File: config.mk
export PLATFORM = sky130hd
export DESIGN_NAME = cam_tag_array
export DESIGN_NICKNAME = d
export VERILOG_FILES = /design/src/rtl/cam_tag_array.sv
export SDC_FILE = /design/constraint.sdc
export NUM_CORES = 1
export LEC_CHECK = 0
export ABC_AREA = 1
export CAP_MARGIN = 20
export CORE_ASPECT_RATIO = 1.2
export CORE_MARGIN = 2
export CORE_UTILIZATION = 25
export DETAILED_ROUTE_END_ITERATION = 10
export DONT_BUFFER_PORTS = 1
export PLACE_DENSITY = 0.36
export SLEW_MARGIN = 20
export SYNTH_ARGS = -nofsm -noshare
export SYNTH_HDL_FRONTEND = slang
export SYNTH_SLANG_ARGS = --single-unit
File: constraint.sdc
create_clock -name clk -period 2.6 [get_ports clk]
set_clock_uncertainty 0.1 [all_clocks]
set_input_delay 0.52 -clock clk [delete_from_list [all_inputs] [get_ports clk]]
set_output_delay 0.52 -clock clk [all_outputs]
set_load 0.02 [all_outputs]
File: src/rtl/cam_tag_array.sv
// cam_tag_array: synchronous tag CAM with valid bits, priority hit index,
// free-slot / round-robin allocation and a registered debug read port.
module cam_tag_array #(
    parameter int TAG_W = 8,
    parameter int DEPTH = 4,
    parameter int IDX_W = $clog2(DEPTH)
) (
    input  logic             clk,
    input  logic             rst,
    input  logic             wr_en,
    input  logic [IDX_W-1:0] wr_addr,
    input  logic [TAG_W-1:0] wr_tag,
    input  logic             alloc_en,
    input  logic             inv_en,
    input  logic [IDX_W-1:0] inv_addr,
    input  logic             inv_all,
    input  logic             srch_en,
    input  logic [TAG_W-1:0] srch_tag,
    input  logic             rd_en,
    input  logic [IDX_W-1:0] rd_addr,
    output logic             srch_done,
    output logic             hit,
    output logic [IDX_W-1:0] hit_idx,
    output logic [DEPTH-1:0] match_mask,
    output logic             multi_hit,
    output logic             alloc_done,
    output logic [IDX_W-1:0] alloc_idx,
    output logic [TAG_W-1:0] rd_data,
    output logic             rd_valid,
    output logic [IDX_W:0]   count,
    output logic             full
);

    logic [TAG_W-1:0] tag_q [DEPTH];
    logic [DEPTH-1:0] vld_q;
    logic [DEPTH-1:0] vld_d;
    logic [DEPTH-1:0] match;
    logic [IDX_W-1:0] vptr_q;
    logic [IDX_W-1:0] hit_enc;
    logic [IDX_W-1:0] free_idx;
    logic [IDX_W-1:0] alloc_tgt;
    logic             full_pre;
    logic             do_alloc;
    logic             multi;
    logic [IDX_W:0]   cnt_d;

    // Compare the search argument against every valid entry (pre-edge state).
    always_comb begin
        match = '0;
        for (int k = 0; k < DEPTH; k++) begin
            match[k] = vld_q[k] && (tag_q[k] == srch_tag);
        end
    end

    // Lowest matching index and lowest free index, scanned high to low.
    always_comb begin
        hit_enc  = '0;
        free_idx = '0;
        for (int k = DEPTH - 1; k >= 0; k--) begin
            if (match[k]) hit_enc = IDX_W'(k);
            if (!vld_q[k]) free_idx = IDX_W'(k);
        end
    end

    // More than one bit set: clearing the lowest set bit leaves something.
    always_comb begin
        multi = |(match & (match - DEPTH'(1)));
    end

    // Allocation target and next-state valid bits; write beats invalidate.
    always_comb begin
        full_pre  = &vld_q;
        alloc_tgt = full_pre ? vptr_q : free_idx;
        do_alloc  = alloc_en && !wr_en && !inv_all;
        vld_d     = vld_q;
        if (inv_all) begin
            vld_d = '0;
        end else begin
            if (inv_en) vld_d[inv_addr] = 1'b0;
            if (wr_en) vld_d[wr_addr] = 1'b1;
            else if (alloc_en) vld_d[alloc_tgt] = 1'b1;
        end
    end

    // Population count of the post-edge valid bits.
    always_comb begin
        cnt_d = '0;
        for (int k = 0; k < DEPTH; k++) begin
            cnt_d = cnt_d + (IDX_W + 1)'(vld_d[k]);
        end
    end

    assign full = (count == (IDX_W + 1)'(DEPTH));

    // Tag storage: not reset, since valid bits alone gate matches.
    always_ff @(posedge clk) begin
        if (!rst && !inv_all) begin
            if (wr_en) tag_q[wr_addr] <= wr_tag;
            else if (alloc_en) tag_q[alloc_tgt] <= wr_tag;
        end
    end

    // Valid bits, victim pointer, counters and registered result ports.
    always_ff @(posedge clk) begin
        if (rst) begin
            vld_q      <= '0;
            vptr_q     <= '0;
            count      <= '0;
            srch_done  <= 1'b0;
            hit        <= 1'b0;
            hit_idx    <= '0;
            match_mask <= '0;
            multi_hit  <= 1'b0;
            alloc_done <= 1'b0;
            alloc_idx  <= '0;
            rd_data    <= '0;
            rd_valid   <= 1'b0;
        end else begin
            vld_q      <= vld_d;
            count      <= cnt_d;
            srch_done  <= srch_en;
            alloc_done <= do_alloc;
            if (srch_en) begin
                match_mask <= match;
                hit        <= |match;
                hit_idx    <= hit_enc;
                multi_hit  <= multi;
            end
            if (do_alloc) begin
                alloc_idx <= alloc_tgt;
                if (full_pre) vptr_q <= vptr_q + IDX_W'(1);
            end
            if (rd_en) begin
                rd_data  <= tag_q[rd_addr];
                rd_valid <= vld_q[rd_addr];
            end
        end
    end

endmodule

==> flow_summary.html, run 1 <==
<table>
<tr><th>Metric</th><th>Value</th></tr>
<tr><th colspan="2">Status</th></tr>
<tr><td>Result of the run</td><td>complete, no violations</td></tr>
<tr><th colspan="2">Synthesis</th></tr>
<tr><td>Syn avg cell area</td><td>7.74 sq um</td></tr>
<tr><td>Part of the Yosys area used for sequential elements</td><td>49.1%</td></tr>
<tr><td>Top FF cell, synth</td><td>edfxtp_1</td></tr>
<tr><td>Count of unique library cells instantiated by Yosys</td><td>35</td></tr>
<tr><td>Ys async rst share</td><td>0%</td></tr>
<tr><td>Synthesized area</td><td>0.00318 sq mm</td></tr>
<tr><td>Number of warnings reported in the yosys synthesis log</td><td>0</td></tr>
<tr><td>Synth Net Count</td><td>444</td></tr>
<tr><td>Gate Count Post-Synth</td><td>411</td></tr>
<tr><td>Number of synthesized register bits</td><td>62</td></tr>
<tr><td>Post-synth EDFFs</td><td>32</td></tr>
<tr><th colspan="2">Clock network</th></tr>
<tr><td>Sinks on the clock net</td><td>62</td></tr>
<tr><td>Clock tree from TritonCTS</td><td>built</td></tr>
<tr><td>Clock Path Buffers</td><td>2</td></tr>
<tr><td>Number of clock buffers inserted by TritonCTS</td><td>9</td></tr>
<tr><td>Root Driver</td><td>clkbuf_16</td></tr>
<tr><td>H-tree lvl count</td><td>3</td></tr>
<tr><td>Number of buffers inserted for hold repair after clock tree synthesis</td><td>0</td></tr>
<tr><td>Buffer count from post-CTS setup fixing</td><td>0</td></tr>
<tr><td>Worst-skew pair later-pin latency</td><td>0.33 ns</td></tr>
<tr><td>Clock slew seen by the registers of the worst setup and hold paths</td><td>0.05 ns</td></tr>
<tr><th colspan="2">Worst setup path</th></tr>
<tr><td>Arrival @ worst endpoint</td><td>2.52 ns</td></tr>
<tr><td>Critical Path Sink Type</td><td>flip-flop</td></tr>
<tr><td>Crit-path max FO</td><td>5</td></tr>
<tr><td>Number of cells on the worst reg-to-reg path</td><td>12</td></tr>
<tr><td>Series of cell instances along the critical path</td><td>nand2_1 &gt; nor2_1 &gt; nand2_1 &gt; nand2_1 &gt; inv_1 &gt; a31oi_2 &gt; nor2_1 &gt; fa_1 &gt; ha_1 &gt; ha_1 &gt; inv_1 &gt; nor2_1</td></tr>
<tr><td>R2r setup slk</td><td>0.22 ns</td></tr>
<tr><td>Critical path start-end classification</td><td>flip-flop to flip-flop</td></tr>
<tr><td>Largest stage delay on the critical path</td><td>0.48 ns</td></tr>
<tr><td>Slowest library cell on the worst path</td><td>fa_1</td></tr>
<tr><td>Required time at the endpoint of the critical path</td><td>2.73 ns</td></tr>
<tr><td>Sort of element at the start of the critical path</td><td>flip-flop</td></tr>
<tr><th colspan="2">Timing</th></tr>
<tr><td>Peak clock frequency supported by timing</td><td>0.419 GHz</td></tr>
<tr><td>Setup violators final</td><td>0</td></tr>
<tr><td>Worst slew margin relative to its limit</td><td>54.8%</td></tr>
<tr><td>Final-layout worst hold slack</td><td>0.144 ns</td></tr>
<tr><td>Number of pins exceeding their max-slew limit in the final report</td><td>0</td></tr>
<tr><td>Min Tclk post-route</td><td>2.38 ns</td></tr>
<tr><td>Setup Total Neg Slack</td><td>0 ns</td></tr>
<tr><td>Setup repair after global routing missed its margin</td><td>false</td></tr>
<tr><td>Final hold viol count</td><td>0</td></tr>
<tr><td>Slew of the pin with the lowest slew margin</td><td>0.677 ns</td></tr>
<tr><td>Final worst path period share</td><td>91.7%</td></tr>
<tr><th colspan="2">GRT</th></tr>
<tr><td>Total gr overflow</td><td>0</td></tr>
<tr><td>Number of antenna violations at the first check in global routing</td><td>0</td></tr>
<tr><td>Wire length of the first global-routing pass</td><td>14100 microns</td></tr>
<tr><td>Via count of the first global-routing pass</td><td>2582</td></tr>
<tr><td>Pin count of the biggest net entering global routing</td><td>21</td></tr>
<tr><td>Global routing usage summed across all routing layers</td><td>14.0%</td></tr>
<tr><th colspan="2">Finish</th></tr>
<tr><td>Final-stage net count</td><td>448</td></tr>
<tr><td>Utilization after layout</td><td>29.6%</td></tr>
<tr><td>Antenna diode count</td><td>0</td></tr>
<tr><td>Fillers</td><td>1354</td></tr>
<tr><td>Commonest non-fill, non-tap cells in the layout</td><td>nand2_1, inv_1, nor2_1, o21ai_0, edfxtp_1</td></tr>
<tr><td>Area growth syn-to-layout</td><td>16.8%</td></tr>
<tr><td>Fraction of layout instances using a drive strength above 1</td><td>9.29%</td></tr>
<tr><td>Commonest non-fill, non-tap cell in the layout</td><td>nand2_1</td></tr>
<tr><th colspan="2">Drt</th></tr>
<tr><td>Number of DRC markers after the initial detailed-route iteration</td><td>117</td></tr>
<tr><td>Aggregate routed wire length</td><td>9080 microns</td></tr>
<tr><td>Via density per instance</td><td>4.47</td></tr>
<tr><td>Final routed wire length divided by cell count</td><td>15.5 microns</td></tr>
<tr><td>DRC violation count after routing</td><td>0</td></tr>
<tr><td>Initial DRT Pass Iterations</td><td>4</td></tr>
<tr><td>Total via count after detailed routing</td><td>2611</td></tr>
<tr><td>Post-DRT Antenna Nets</td><td>0</td></tr>
<tr><th colspan="2">Pwr</th></tr>
<tr><td>Pleak</td><td>1.60 nW</td></tr>
<tr><td>Sw Ratio</td><td>21.6%</td></tr>
<tr><td>Int Power</td><td>2.01 mW</td></tr>
<tr><td>Worst-case vdd ir drop</td><td>0.283 mV</td></tr>
<tr><td>Net switching power</td><td>0.552 mW</td></tr>
<tr><td>Fraction of power consumed by the clock network</td><td>51.2%</td></tr>
<tr><td>Combinational share of power</td><td>5.9%</td></tr>
<tr><td>Pwr Density</td><td>689 mW/mm^2</td></tr>
<tr><td>Total power of the final layout</td><td>2.56 mW</td></tr>
<tr><td>Portion of total power attributed to sequential cells</td><td>42.9%</td></tr>
<tr><th colspan="2">Place</th></tr>
<tr><td>HPWL Detailed</td><td>6920 microns</td></tr>
<tr><td>Port Buffers</td><td>0</td></tr>
<tr><td>Gpl congestion</td><td>0.885</td></tr>
<tr><th colspan="2">Die</th></tr>
<tr><td>Die Footprint</td><td>0.0136 sq mm</td></tr>
<tr><td>Die boundary height</td><td>128 microns</td></tr>
<tr><td>Top-level I/O count</td><td>55</td></tr>
<tr><td>Core Box Area</td><td>0.0126 sq mm</td></tr>
<tr><td>Number of placement rows</td><td>45</td></tr>
<tr><td>Die Span X</td><td>107 microns</td></tr>
<tr><td>Initial core utilization</td><td>25.3%</td></tr>
<tr><th colspan="2">Run</th></tr>
<tr><td>Max-cap viol count</td><td>0</td></tr>
<tr><th colspan="2">Hold path</th></tr>
<tr><td>Kind of path behind the tightest hold check</td><td>input pin to flip-flop</td></tr>
<tr><td>Hold Crit Depth</td><td>1</td></tr>
</table>
==> flip-flops by register name, summed over array words and instances (netlist names) <==
| register | flops |
|---|---|
| multi_hit | 1 |
| vld_q | 4 |
| rd_data | 8 |
| hit | 1 |
| vptr_q | 2 |
| hit_idx | 2 |
| srch_done | 1 |
| match_mask | 4 |
| count | 3 |
| alloc_done | 1 |
| alloc_idx | 2 |
| rd_valid | 1 |
| tag_q | 32 |
==> critical path: cells and delay by family (launching register included) <==
kind / cells / cell delay, ns
simple gates: 6 / 0.51
flops: 1 / 0.39
compound gates: 1 / 0.21
buf+inv: 2 / 0.14
fa+ha+maj: 3 / 0.93
==> area by class of cell <==
| cell class | instances | area, sq um | area share [%] |
|---|---|---|---|
| timing repair buffer | 4 | 30.0 | 0.808 |
| tap | 164 | 205 | 5.52 |
| multi-input combinational | 268 | 1310 | 35.3 |
| inverter | 70 | 263 | 7.07 |
| sequential | 62 | 1560 | 42.1 |
| clock buffer | 16 | 344 | 9.26 |
==> cells in the mapped netlist (2+ instances only) <==
library cell	n	share of area, %
a21oi_1	30	4.7
a21oi_2	2	0.55
a31o_2	2	0.55
a31oi_1	3	0.59
buf_2	4	0.63
clkbuf_1	5	0.59
clkinv_1	2	0.24
dfxtp_1	30	19
edfxtp_1	32	30
ha_1	2	0.79
inv_1	64	7.6
inv_2	4	0.47
nand2_1	99	12
nand3_1	20	3.1
nand4_1	2	0.39
nor2_1	39	4.6
nor2_2	4	0.79
o211ai_1	10	2.4
o21ai_0	33	5.2
o21ai_1	4	0.63
xnor2_1	6	1.7
==> metrics by stage <==
| step | std cells | setup WS, ns | area [sq um] |
|---|---|---|---|
| 2_1_floorplan | 411 | 0.343 | 3180 |
| 3_3_place_gp | 568 | 0.204 | 3360 |
| 3_5_place_dp | 568 | 0.185 | 3360 |
| 4_1_cts | 584 | 0.177 | 3710 |
| 5_1_grt | 584 | 0.0298 | 3710 |
| 6_report | 584 | 0.215 | 3710 |
==> per-layer routing <==
layer | track usage (%) | part of all wire [%]
met3 | 4.80 | 6.7
met4 | 5.27 | 1.4
met1 | 17.0 | 45
met2 | 22.9 | 47
met5 | 0 | 0
==> power groups by stage <==
| stage | logic (mW) | registers (mW) | clock network (mW) |
|---|---|---|---|
| after detailed placement | 0.151 | 1.12 | 0 |
| after global placement | 0.152 | 1.12 | 0 |
| after global routing | 0.175 | 1.10 | 1.39 |
| final | 0.151 | 1.10 | 1.31 |
| after floorplan | 0.128 | 1.11 | 0 |
| after CTS | 0.152 | 1.10 | 1.35 |
==> final timing paths <==
kind / end / from
setup / recovery: count[1] / vld_q[0]
hold / removal: multi_hit / rst
setup reg to reg: count[1] / vld_q[0]
hold reg to reg: vptr_q[1] / vptr_q[1]
==> cells by family (layout without fill, tap and decap cells) <==
kind of cell / after synthesis / count (layout) / synth area share, %
AO/OA/AOI/OAI: 84 / 84 / 14.6
adder cells (fa/ha/maj): 3 / 3 / 1.42
AND/OR/NAND/NOR: 174 / 174 / 23.0
flip-flops: 62 / 62 / 49.1
buffers and inverters: 81 / 90 / 9.95
XOR/XNOR: 7 / 7 / 1.93
==> repair_timing <==
action	CTS	global route
gates resized for setup	0	2
endpoints found under the setup margin	0	1
endpoints found under the hold margin	0	0
No activity file was read; power rests on OpenSTA's default activity.
==> inputs of run 2 (changes only) <==
--- a/config.mk
+++ b/config.mk
@@ -6,7 +6,6 @@
 export NUM_CORES = 1
 export LEC_CHECK = 0
 export ABC_AREA = 1
-export CAP_MARGIN = 20
 export CORE_ASPECT_RATIO = 1.2
 export CORE_MARGIN = 2
 export CORE_UTILIZATION = 25
==> constraint.sdc (replaced) <==
create_clock -name clk -period 2.4 [get_ports clk]
set_clock_uncertainty 0.1 [all_clocks]
set_input_delay 0.48 -clock clk [delete_from_list [all_inputs] [get_ports clk]]
set_output_delay 0.48 -clock clk [all_outputs]
set_load 0.02 [all_outputs]
==> run 2 against run 1 <==
Against the previous run: via count shrank 0.15%; sequential share of layout area shrank 0.48 points; power increased by 5.6%; count of clock-buffer cells in the layout is 3 lower; largest cell class unchanged.
==> flow_summary.html, run 2 (synthesis results as in run 1) <==
<table>
<tr><th>Metric</th><th>Value</th></tr>
<tr><th colspan="2">Status</th></tr>
<tr><td>Result of the run</td><td>complete, no violations</td></tr>
<tr><th colspan="2">Pwr</th></tr>
<tr><td>Pleak</td><td>1.62 nW</td></tr>
<tr><td>Worst-case vdd ir drop</td><td>0.259 mV</td></tr>
<tr><td>Pwr Density</td><td>716 mW/mm^2</td></tr>
<tr><td>Total power of the final layout</td><td>2.70 mW</td></tr>
<tr><th colspan="2">Finish</th></tr>
<tr><td>Area of the multi-input gates</td><td>0.00135 sq mm</td></tr>
<tr><td>Max FFs per register</td><td>32</td></tr>
<tr><td>Final-stage net count</td><td>454</td></tr>
<tr><td>Largest registers</td><td>tag_q (32), rd_data (8)</td></tr>
<tr><td>Commonest non-fill, non-tap cells in the layout</td><td>nand2_1, inv_1, nor2_1, o21ai_0, edfxtp_1</td></tr>
<tr><td>Fraction of layout instances using a drive strength above 1</td><td>12.0%</td></tr>
<tr><td>Sequential standard cell area</td><td>0.00157 sq mm</td></tr>
<tr><td>Area growth syn-to-layout</td><td>18.6%</td></tr>
<tr><td>Fillers</td><td>1361</td></tr>
<tr><td>Non-filler instance count after layout</td><td>590</td></tr>
<tr><td>Antenna diode count</td><td>0</td></tr>
<tr><td>Largest register by flop count</td><td>tag_q</td></tr>
<tr><td>Commonest non-fill, non-tap cell in the layout</td><td>nand2_1</td></tr>
<tr><th colspan="2">Hold path</th></tr>
<tr><td>Kind of path behind the tightest hold check</td><td>input pin to flip-flop</td></tr>
<tr><th colspan="2">Timing</th></tr>
<tr><td>Number of pins exceeding their max-slew limit in the final report</td><td>0</td></tr>
<tr><td>Setup repair after global routing missed its margin</td><td>false</td></tr>
<tr><td>Setup violators final</td><td>0</td></tr>
<tr><td>Final worst path period share</td><td>93.8%</td></tr>
<tr><td>Peak clock frequency supported by timing</td><td>0.444 GHz</td></tr>
<tr><td>Min Tclk post-route</td><td>2.25 ns</td></tr>
<tr><td>Final WS setup</td><td>0.149 ns</td></tr>
<tr><td>Slew of the pin with the lowest slew margin</td><td>0.674 ns</td></tr>
<tr><td>Final hold viol count</td><td>0</td></tr>
<tr><td>Worst slew margin relative to its limit</td><td>55.0%</td></tr>
<tr><td>Setup Total Neg Slack</td><td>0 ns</td></tr>
<tr><th colspan="2">Clock network</th></tr>
<tr><td>Clock Path Buffers</td><td>2</td></tr>
<tr><td>Root Driver</td><td>clkbuf_16</td></tr>
<tr><td>Buffer count from post-CTS setup fixing</td><td>0</td></tr>
<tr><td>Number of clock buffers inserted by TritonCTS</td><td>9</td></tr>
<tr><td>Worst-skew pair later-pin latency</td><td>0.32 ns</td></tr>
<tr><td>Clock slew seen by the registers of the worst setup and hold paths</td><td>0.05 ns</td></tr>
<tr><td>H-tree lvl count</td><td>3</td></tr>
<tr><td>Sinks on the clock net</td><td>62</td></tr>
<tr><td>Clock tree from TritonCTS</td><td>built</td></tr>
<tr><th colspan="2">Place</th></tr>
<tr><td>Port Buffers</td><td>0</td></tr>
<tr><td>HPWL Detailed</td><td>6960 microns</td></tr>
<tr><td>Gpl congestion</td><td>0.814</td></tr>
<tr><td>Post-placement setup slack</td><td>0.0472 ns</td></tr>
<tr><td>Cell total after placement</td><td>574</td></tr>
<tr><th colspan="2">GRT</th></tr>
<tr><td>Total gr overflow</td><td>0</td></tr>
<tr><td>Via count of the first global-routing pass</td><td>2591</td></tr>
<tr><td>Wire length of the first global-routing pass</td><td>14000 microns</td></tr>
<tr><td>Global routing usage summed across all routing layers</td><td>13.8%</td></tr>
<tr><td>Number of antenna violations at the first check in global routing</td><td>0</td></tr>
<tr><td>Pin count of the biggest net entering global routing</td><td>21</td></tr>
<tr><th colspan="2">Worst setup path</th></tr>
<tr><td>Sort of element at the start of the critical path</td><td>flip-flop</td></tr>
<tr><td>Number of buffers and inverters on the critical path</td><td>2</td></tr>
<tr><td>Number of cells on the worst reg-to-reg path</td><td>11</td></tr>
<tr><td>First element of the critical path</td><td>vld_q[0]</td></tr>
<tr><td>Slowest library cell on the worst path</td><td>fa_1</td></tr>
<tr><td>Series of cell instances along the critical path</td><td>nand2_2 &gt; a31oi_4 &gt; inv_1 &gt; nor2_1 &gt; nand3_1 &gt; a21oi_1 &gt; fa_1 &gt; ha_1 &gt; ha_1 &gt; inv_1 &gt; nor2_1</td></tr>
<tr><td>Required time at the endpoint of the critical path</td><td>2.52 ns</td></tr>
<tr><td>CP Depth</td><td>11</td></tr>
<tr><td>Critical path start-end classification</td><td>flip-flop to flip-flop</td></tr>
<tr><td>R2r setup slk</td><td>0.15 ns</td></tr>
<tr><td>End of the worst register-to-register path</td><td>count[1]</td></tr>
<tr><td>FF-to-FF Start</td><td>vld_q[0]</td></tr>
<tr><td>Arrival @ worst endpoint</td><td>2.38 ns</td></tr>
<tr><td>Family with the most delay on the worst path</td><td>adder cells</td></tr>
<tr><td>Critical Path Sink Type</td><td>flip-flop</td></tr>
<tr><td>Capture point of the critical path</td><td>count[1]</td></tr>
<tr><td>Crit-path max FO</td><td>2</td></tr>
<tr><td>Largest stage delay on the critical path</td><td>0.43 ns</td></tr>
<tr><th colspan="2">Drt</th></tr>
<tr><td>Number of DRC markers after the initial detailed-route iteration</td><td>131</td></tr>
<tr><td>Total via count after detailed routing</td><td>2607</td></tr>
<tr><td>Post-DRT Antenna Nets</td><td>0</td></tr>
<tr><td>Via density per instance</td><td>4.42</td></tr>
<tr><td>DRC violation count after routing</td><td>0</td></tr>
<tr><td>Aggregate routed wire length</td><td>9070 microns</td></tr>
<tr><td>Final routed wire length divided by cell count</td><td>15.4 microns</td></tr>
<tr><td>Initial DRT Pass Iterations</td><td>4</td></tr>
<tr><th colspan="2">Die</th></tr>
<tr><td>Core Box Area</td><td>0.0126 sq mm</td></tr>
<tr><td>Top-level I/O count</td><td>55</td></tr>
<tr><td>Die Span X</td><td>107 microns</td></tr>
<tr><td>Die Footprint</td><td>0.0136 sq mm</td></tr>
<tr><td>Die boundary height</td><td>128 microns</td></tr>
<tr><td>Number of placement rows</td><td>45</td></tr>
<tr><td>Initial core utilization</td><td>25.3%</td></tr>
<tr><th colspan="2">Run</th></tr>
<tr><td>Max-cap viol count</td><td>0</td></tr>
</table>
## run 2: changes by cell type in the layout (fill, tap and decap cells not counted), moves of 3 or more
cell | previous run | this run
buf_4 | 4 | 10
clkbuf_8 | 5 | 1
nor2_1 | 39 | 36
nor2_2 | 4 | 7
## run 2: report_power, final
group | total (mW) | leakage (nW) | switching, mW | internal (mW)
sequential | 1.19 | 0.537 | 0.0413 | 1.14
combinational | 0.171 | 0.926 | 0.106 | 0.0652
clock | 1.35 | 0.155 | 0.454 | 0.892
## run 2: metal layers
| layer | wire (microns) | vias up | GRT usage, % |
|---|---|---|---|
| met1 | 3880 | 1194 | 16.2 |
| li1 | - | 1348 | - |
| met3 | 572 | 7 | 4.59 |
| met2 | 4530 | 58 | 24.0 |
| met5 | 0 | - | 0 |
| met4 | 95 | 0 | 4.13 |
## run 2: worst min-delay path by stage
stage / from / end / slack [ns] / cells after the start
floorplan: vptr_q[1] / vptr_q[1] / 0.35 / 2
global placement: vptr_q[1] / vptr_q[1] / 0.38 / 2
detailed placement: vptr_q[1] / vptr_q[1] / 0.39 / 2
CTS: rst / hit_idx[0] / 0.1 / 1
global route: rst / hit_idx[0] / 0.09 / 1
finish: rst / hit_idx[0] / 0.11 / 1
## run 2: layout make-up
cell class / count / area share, %
clock buffers: 13 / 7.20
clock inverters: 3 / 1.06
inverters: 70 / 7.03
multi-input cells: 268 / 35.7
flip-flops and latches: 62 / 41.6
well taps: 164 / 5.44
repair buffers: 10 / 1.99
## run 2: what timing repair did
item	4_1_cts	5_1_grt
hold buffers	0	0
gates resized for setup	0	15
setup endpoints to repair	0	2
## run 2: per-stage QoR
| stage | utilization (%) | hold WS [ns] | cell area (sq um) |
|---|---|---|---|
| finish | 30.0 | 0.113 | 3770 |
| global route | 30.0 | 0.0939 | 3770 |
| CTS | 29.6 | 0.0957 | 3720 |
| detailed placement | 27.1 | 0.386 | 3410 |
| global placement | 27.1 | 0.382 | 3410 |
| floorplan | - | 0.345 | 3180 |
